File: config.mk
export PLATFORM = sky130hd
export DESIGN_NAME = matmul_apb_master
export DESIGN_NICKNAME = d
export VERILOG_FILES = /design/src/rtl/matmul_apb_master_pkg.sv /design/src/rtl/matmul_apb_master_timeout_counter.sv /design/src/rtl/matmul_apb_master.sv
export SDC_FILE = /design/constraint.sdc
export NUM_CORES = 1
export LEC_CHECK = 0
export CAP_MARGIN = 30
export CORE_UTILIZATION = 45
export CTS_BUF_LIST = sky130_fd_sc_hd__clkbuf_4
export CTS_CLUSTER_SIZE = 12
export DETAILED_ROUTE_END_ITERATION = 8
export PLACE_DENSITY = 0.94
export RECOVER_POWER = 100
export SKIP_CTS_REPAIR_TIMING = 1
export SLEW_MARGIN = 20
export SYNTH_ARGS = -nofsm -noshare
export SYNTH_HDL_FRONTEND = slang
export SYNTH_SLANG_ARGS = --single-unit
export TNS_END_PERCENT = 30
File: constraint.sdc
create_clock -name clk_i -period 6 [get_ports clk_i]
set_clock_uncertainty 0.15 [all_clocks]
set_input_delay 1.2 -clock clk_i [delete_from_list [all_inputs] [get_ports clk_i]]
set_output_delay 1.2 -clock clk_i [all_outputs]
set_load 0.02 [all_outputs]
File: src/rtl/matmul_apb_master_pkg.sv
// Shared definitions for the matmul APB master: state encoding, bus-width
// defaults shared with the matmul top, and the strobe-width derivation.
package matmul_apb_master_pkg;

    localparam int DEF_DATA_WIDTH     = 8;
    localparam int DEF_BUS_WIDTH      = 16;
    localparam int DEF_ADDR_WIDTH     = 32;
    localparam int DEF_TIMEOUT_CYCLES = 16;

    typedef enum logic [1:0] {
        IDLE   = 2'd0,
        SETUP  = 2'd1,
        ACCESS = 2'd2,
        RESP   = 2'd3
    } apb_state_e;

    // One strobe bit per matrix element carried on the bus.
    function automatic int max_dim(input int data_width, input int bus_width);
        return bus_width / data_width;
    endfunction

endpackage

File: src/rtl/matmul_apb_master_timeout_counter.sv
// ACCESS-phase wait counter; only present when MATMUL_APB_TIMEOUT_EN is defined.
// limit_hit flags the enabled cycle that completes the LIMIT-th wait cycle.
`ifdef MATMUL_APB_TIMEOUT_EN
module apb_timeout_counter #(
    parameter int LIMIT = 16
) (
    input  logic clk,
    input  logic rst_n,
    input  logic clear,
    input  logic count_en,
    output logic limit_hit
);

    localparam int CW = $clog2(LIMIT + 1);

    logic [CW-1:0] count;

    always_ff @(posedge clk or negedge rst_n) begin
        if (!rst_n) begin
            count <= '0;
        end else if (clear) begin
            count <= '0;
        end else if (count_en) begin
            count <= count + CW'(1);
        end
    end

    assign limit_hit = count_en && (count == CW'(LIMIT - 1));

endmodule
`endif

File: src/rtl/matmul_apb_master.sv
// Converts single valid/ready commands into APB SETUP/ACCESS transfers and
// returns a one-cycle response. Optional ACCESS timeout: MATMUL_APB_TIMEOUT_EN.
module matmul_apb_master
    import matmul_apb_master_pkg::*;
#(
    parameter int DATA_WIDTH     = DEF_DATA_WIDTH,
    parameter int BUS_WIDTH      = DEF_BUS_WIDTH,
    parameter int ADDR_WIDTH     = DEF_ADDR_WIDTH,
    parameter int TIMEOUT_CYCLES = DEF_TIMEOUT_CYCLES,
    localparam int MAX_DIM       = max_dim(DATA_WIDTH, BUS_WIDTH)
) (
    input  logic                  clk_i,
    input  logic                  rst_ni,
    input  logic                  cmd_valid_i,
    output logic                  cmd_ready_o,
    input  logic                  cmd_write_i,
    input  logic [ADDR_WIDTH-1:0] cmd_addr_i,
    input  logic [BUS_WIDTH-1:0]  cmd_wdata_i,
    input  logic [MAX_DIM-1:0]    cmd_strb_i,
    output logic                  rsp_valid_o,
    output logic [BUS_WIDTH-1:0]  rsp_rdata_o,
    output logic                  rsp_err_o,
    output logic                  psel_o,
    output logic                  penable_o,
    output logic                  pwrite_o,
    output logic [MAX_DIM-1:0]    pstrb_o,
    output logic [BUS_WIDTH-1:0]  pwdata_o,
    output logic [ADDR_WIDTH-1:0] paddr_o,
    input  logic                  pready_i,
    input  logic                  pslverr_i,
    input  logic [BUS_WIDTH-1:0]  prdata_i,
    input  logic                  busy_i
);

    apb_state_e state;
    apb_state_e next_state;

    logic accept;
    logic complete;
    logic abandon;
    logic timeout;

    assign accept   = (state == IDLE) && cmd_valid_i && cmd_ready_o;
    assign complete = (state == ACCESS) && pready_i;
    assign abandon  = (state == ACCESS) && !pready_i && timeout;

`ifdef MATMUL_APB_TIMEOUT_EN
    apb_timeout_counter #(
        .LIMIT (TIMEOUT_CYCLES)
    ) u_timeout (
        .clk       (clk_i),
        .rst_n     (rst_ni),
        .clear     (accept),
        .count_en  ((state == ACCESS) && !pready_i),
        .limit_hit (timeout)
    );
`else
    // ACCESS waits for pready_i forever; the limit only shapes the interface.
    assign timeout = (TIMEOUT_CYCLES < 0);
`endif

    always_ff @(posedge clk_i or negedge rst_ni) begin
        if (!rst_ni) begin
            state <= IDLE;
        end else begin
            state <= next_state;
        end
    end

    always_comb begin
        next_state = state;
        case (state)
            IDLE:    if (accept) next_state = SETUP;
            SETUP:   next_state = ACCESS;
            ACCESS:  if (complete || abandon) next_state = RESP;
            RESP:    next_state = IDLE;
            default: next_state = IDLE;
        endcase
    end

    // Outputs are registered from the next state so they line up with it.
    always_ff @(posedge clk_i or negedge rst_ni) begin
        if (!rst_ni) begin
            cmd_ready_o <= 1'b0;
            rsp_valid_o <= 1'b0;
            rsp_rdata_o <= '0;
            rsp_err_o   <= 1'b0;
            psel_o      <= 1'b0;
            penable_o   <= 1'b0;
            pwrite_o    <= 1'b0;
            pstrb_o     <= '0;
            pwdata_o    <= '0;
            paddr_o     <= '0;
        end else begin
            psel_o      <= (next_state == SETUP) || (next_state == ACCESS);
            penable_o   <= (next_state == ACCESS);
            rsp_valid_o <= (next_state == RESP);
            cmd_ready_o <= (next_state == IDLE) && !busy_i;
            if (accept) begin
                pwrite_o <= cmd_write_i;
                paddr_o  <= cmd_addr_i;
                pwdata_o <= cmd_write_i ? cmd_wdata_i : '0;
                pstrb_o  <= cmd_write_i ? cmd_strb_i : '0;
            end
            if (complete) begin
                rsp_rdata_o <= pwrite_o ? '0 : prdata_i;
                rsp_err_o   <= pslverr_i;
            end else if (abandon) begin
                rsp_rdata_o <= '0;
                rsp_err_o   <= 1'b1;
            end
        end
    end

endmodule

==> flow_summary.json <==
{
  "routed_wirelength_um": 6830,
  "crit_path_end_kind": "flop",
  "synth_area_um2": 3030,
  "n_fill_cell": 444,
  "rows": 29,
  "hp-class": "flop to flop",
  "hold_violations": 0,
  "ys_seq_elements": 74,
  "yosys_warnings": 0,
  "worst_slack_ns": 1.69,
  "p_int_uw": 1460,
  "ir_worst_vdd_v": 0.000269,
  "antenna_found_initial": 0,
  "gp_congestion": 0.706,
  "num_vias": 2104,
  "slew_headroom_pct": -12.8,
  "port_buffers": 144,
  "pre_cts_ws_ns": 2.57,
  "cts_inserted_buffers": 9,
  "fin_crit_sh_pct": 71.8,
  "synthTopCellsByCount": "74 x dfrtp_1, 50 x mux2_2, 21 x inv_1",
  "yosysMostFrequentCell": "dfrtp_1",
  "cts_sinks": 74,
  "cp_max_fo": 32,
  "start_util_pct": 47.2,
  "status": "complete, but fails checks",
  "grt_pass1_vias": 2215,
  "synthTopCellsByArea": "dfrtp_1 61%, mux2_2 19%, mux2i_1 5.9%",
  "switching_share_pct": 37.0,
  "critPathKind": "input port to flop",
  "grt_start_max_net_pins": 75,
  "initialDrtViolationCount": 68,
  "power_density_nw_per_um2": 496,
  "diodes": 0,
  "cellLeakagePower_uw": 0.00210,
  "viasPerCell": 4.71,
  "dp.cells": 430,
  "fmax_mhz": 232,
  "root_buffer": "clkbuf_4",
  "syn_nets": 296,
  "syn_area_per_cell_um2": 13.9,
  "clk_latency_ns": 0.40,
  "async_flop_share_pct": 100,
  "drcViolationCount": 24,
  "rsz0062_at_grt": "no",
  "ant_nets": 0,
  "final_nets": 443,
  "seqPwrFrac_pct": 37.8,
  "core_um2": 6420,
  "combPwrFrac_pct": 48.1,
  "cts_max_level": 3,
  "layoutNonFillerInstCount": 447,
  "overflow": 0,
  "setup_violations": 0,
  "clkTransAtPathRegs_ns": 0.11,
  "p_sw_uw": 855,
  "period_needed_ns": 4.31,
  "grt_pass1_wl_um": 10900,
  "required_ns": 6.14,
  "synth_edf_count": 0,
  "area_growth_syn_to_layout_pct": 53.8,
  "synthDistinctLibCells": 15,
  "io_pins": 145,
  "grt_usage_pct": 20.2,
  "tightest_slew_ns": 1.69,
  "hpwl_um": 5000,
  "cp-start-kind": "input port",
  "die_w_um": 84.1,
  "violations": "design-rule violations, max-capacitance violations, max-slew violations",
  "synth_seq_area_share_pct": 61.1,
  "final_max_slew_viol_count": 33,
  "die_h_um": 84.1,
  "max_cap_viol_count": 1,
  "drive_above_1_share_pct": 17.3,
  "syn_inst": 218,
  "synthFlopType": "dfrtp_1",
  "clockPowerShare_pct": 14.1,
  "setup_tns_ns": 0,
  "arrival_ns": 4.45,
  "post-synth-top-area-cell": "dfrtp_1",
  "dieArea_um2": 7070,
  "cts_tree": "yes",
  "wl_per_cell_um": 15.3,
  "dr.pass1.iters": 6,
  "yosys.area.top_type_share_pct": 61.1,
  "clockBufferDepth": 2
}
## cell type report
cell class / count / area (um^2) / area share (%)
clock buffers: 9 / 67.6 / 1.45
clock inverters: 7 / 83.8 / 1.80
inverters: 21 / 78.8 / 1.69
multi-input cells: 113 / 1010 / 21.8
flip-flops and latches: 74 / 1850 / 39.7
well taps: 77 / 96.3 / 2.07
repair buffers: 146 / 1470 / 31.5
## cells by family after synthesis
family                   Yosys count  synth area share, %
flip-flops                        74                 61.1
multiplexers                      68                 24.5
AND/OR/NAND/NOR                   38                 6.36
buffers and inverters             31                 5.33
adder cells (fa/ha/maj)            5                 2.06
AO/OA/AOI/OAI                      2                0.619
## power by group through the flow
stage / Clock, uW / Combinational (uW) / Sequential, uW
after floorplan: 0 / 329 / 1160
after global placement: 0 / 1160 / 883
after detailed placement: 0 / 1210 / 891
after CTS: 337 / 1210 / 886
after global routing: 360 / 1180 / 903
final: 327 / 1110 / 873
## state kept, by name, summed over array words and instances, names as in the netlist
signal	cells
paddr_o	32
pwdata_o	16
rsp_rdata_o	16
pstrb_o	2
state	2
cmd_ready_o	1
penable_o	1
psel_o	1
pwrite_o	1
rsp_err_o	1
rsp_valid_o	1
## stage by stage
stage	utilization [%]	area (um^2)	hold slack (ns)	power [uW]
floorplan	-	3030	0.397	1480
global placement	69.9	4490	0.338	2050
global route	72.6	4660	0.379	2440
finish	72.6	4660	0.360	2310
CTS	72.3	4640	0.367	2430
detailed placement	69.9	4490	0.343	2100
## layer usage
| layer | vias to the layer above | track usage, % | routed length [um] | part of all wire (%) |
|---|---|---|---|---|
| li1 | 1012 | - | - | - |
| met2 | 96 | 35.1 | 3490 | 51 |
| met3 | 9 | 5.74 | 481 | 7.0 |
| met1 | 987 | 23.9 | 2770 | 41 |
| met4 | 0 | 7.52 | 82 | 1.2 |
| met5 | - | 0 | 0 | 0 |
## worst max-delay path: stages
cell and delay, ns:
dlygate4sd3_1 0.51, and3_1 0.96, clkbuf_1 1.29, mux2_2 0.45
## path summary, 6_finish.rpt
kind | startpoint | to | slack [ns] | depth (start not counted)
min | rsp_rdata_o[14]$_DFFE_PN0P_ | rsp_rdata_o[14]$_DFFE_PN0P_ | 0.36 | 1
max in group asynchronous | rst_ni | pwdata_o[3]$_DFFE_PN0P_ | 4.25 | 2
min reg2reg | rsp_rdata_o[14]$_DFFE_PN0P_ | rsp_rdata_o[14]$_DFFE_PN0P_ | 0.36 | 1
max | cmd_valid_i | paddr_o[13]$_DFFE_PN0P_ | 1.69 | 4
min in group asynchronous | rst_ni | paddr_o[17]$_DFFE_PN0P_ | 0.70 | 1
max reg2reg | state[0]$_DFF_PN0_ | paddr_o[13]$_DFFE_PN0P_ | 2.25 | 5
## cell usage in the layout (no fill, tap or decap), drive strengths merged
cell type | netlist | routed
and3 | 1 | 1
buf | 9 | 1
bufinv | 0 | 2
clkbuf | 1 | 11
clkdlybuf4s50 | 0 | 69
clkinv | 0 | 4
clkinvlp | 0 | 1
dfrtp | 74 | 74
dlygate4sd3 | 0 | 74
ha | 5 | 5
inv | 21 | 21
mux2 | 50 | 50
mux2i | 18 | 18
nand2 | 19 | 19
nor2b | 18 | 18
o32a | 1 | 1
o32ai | 1 | 1
No activity file was read; power rests on OpenSTA's default activity.
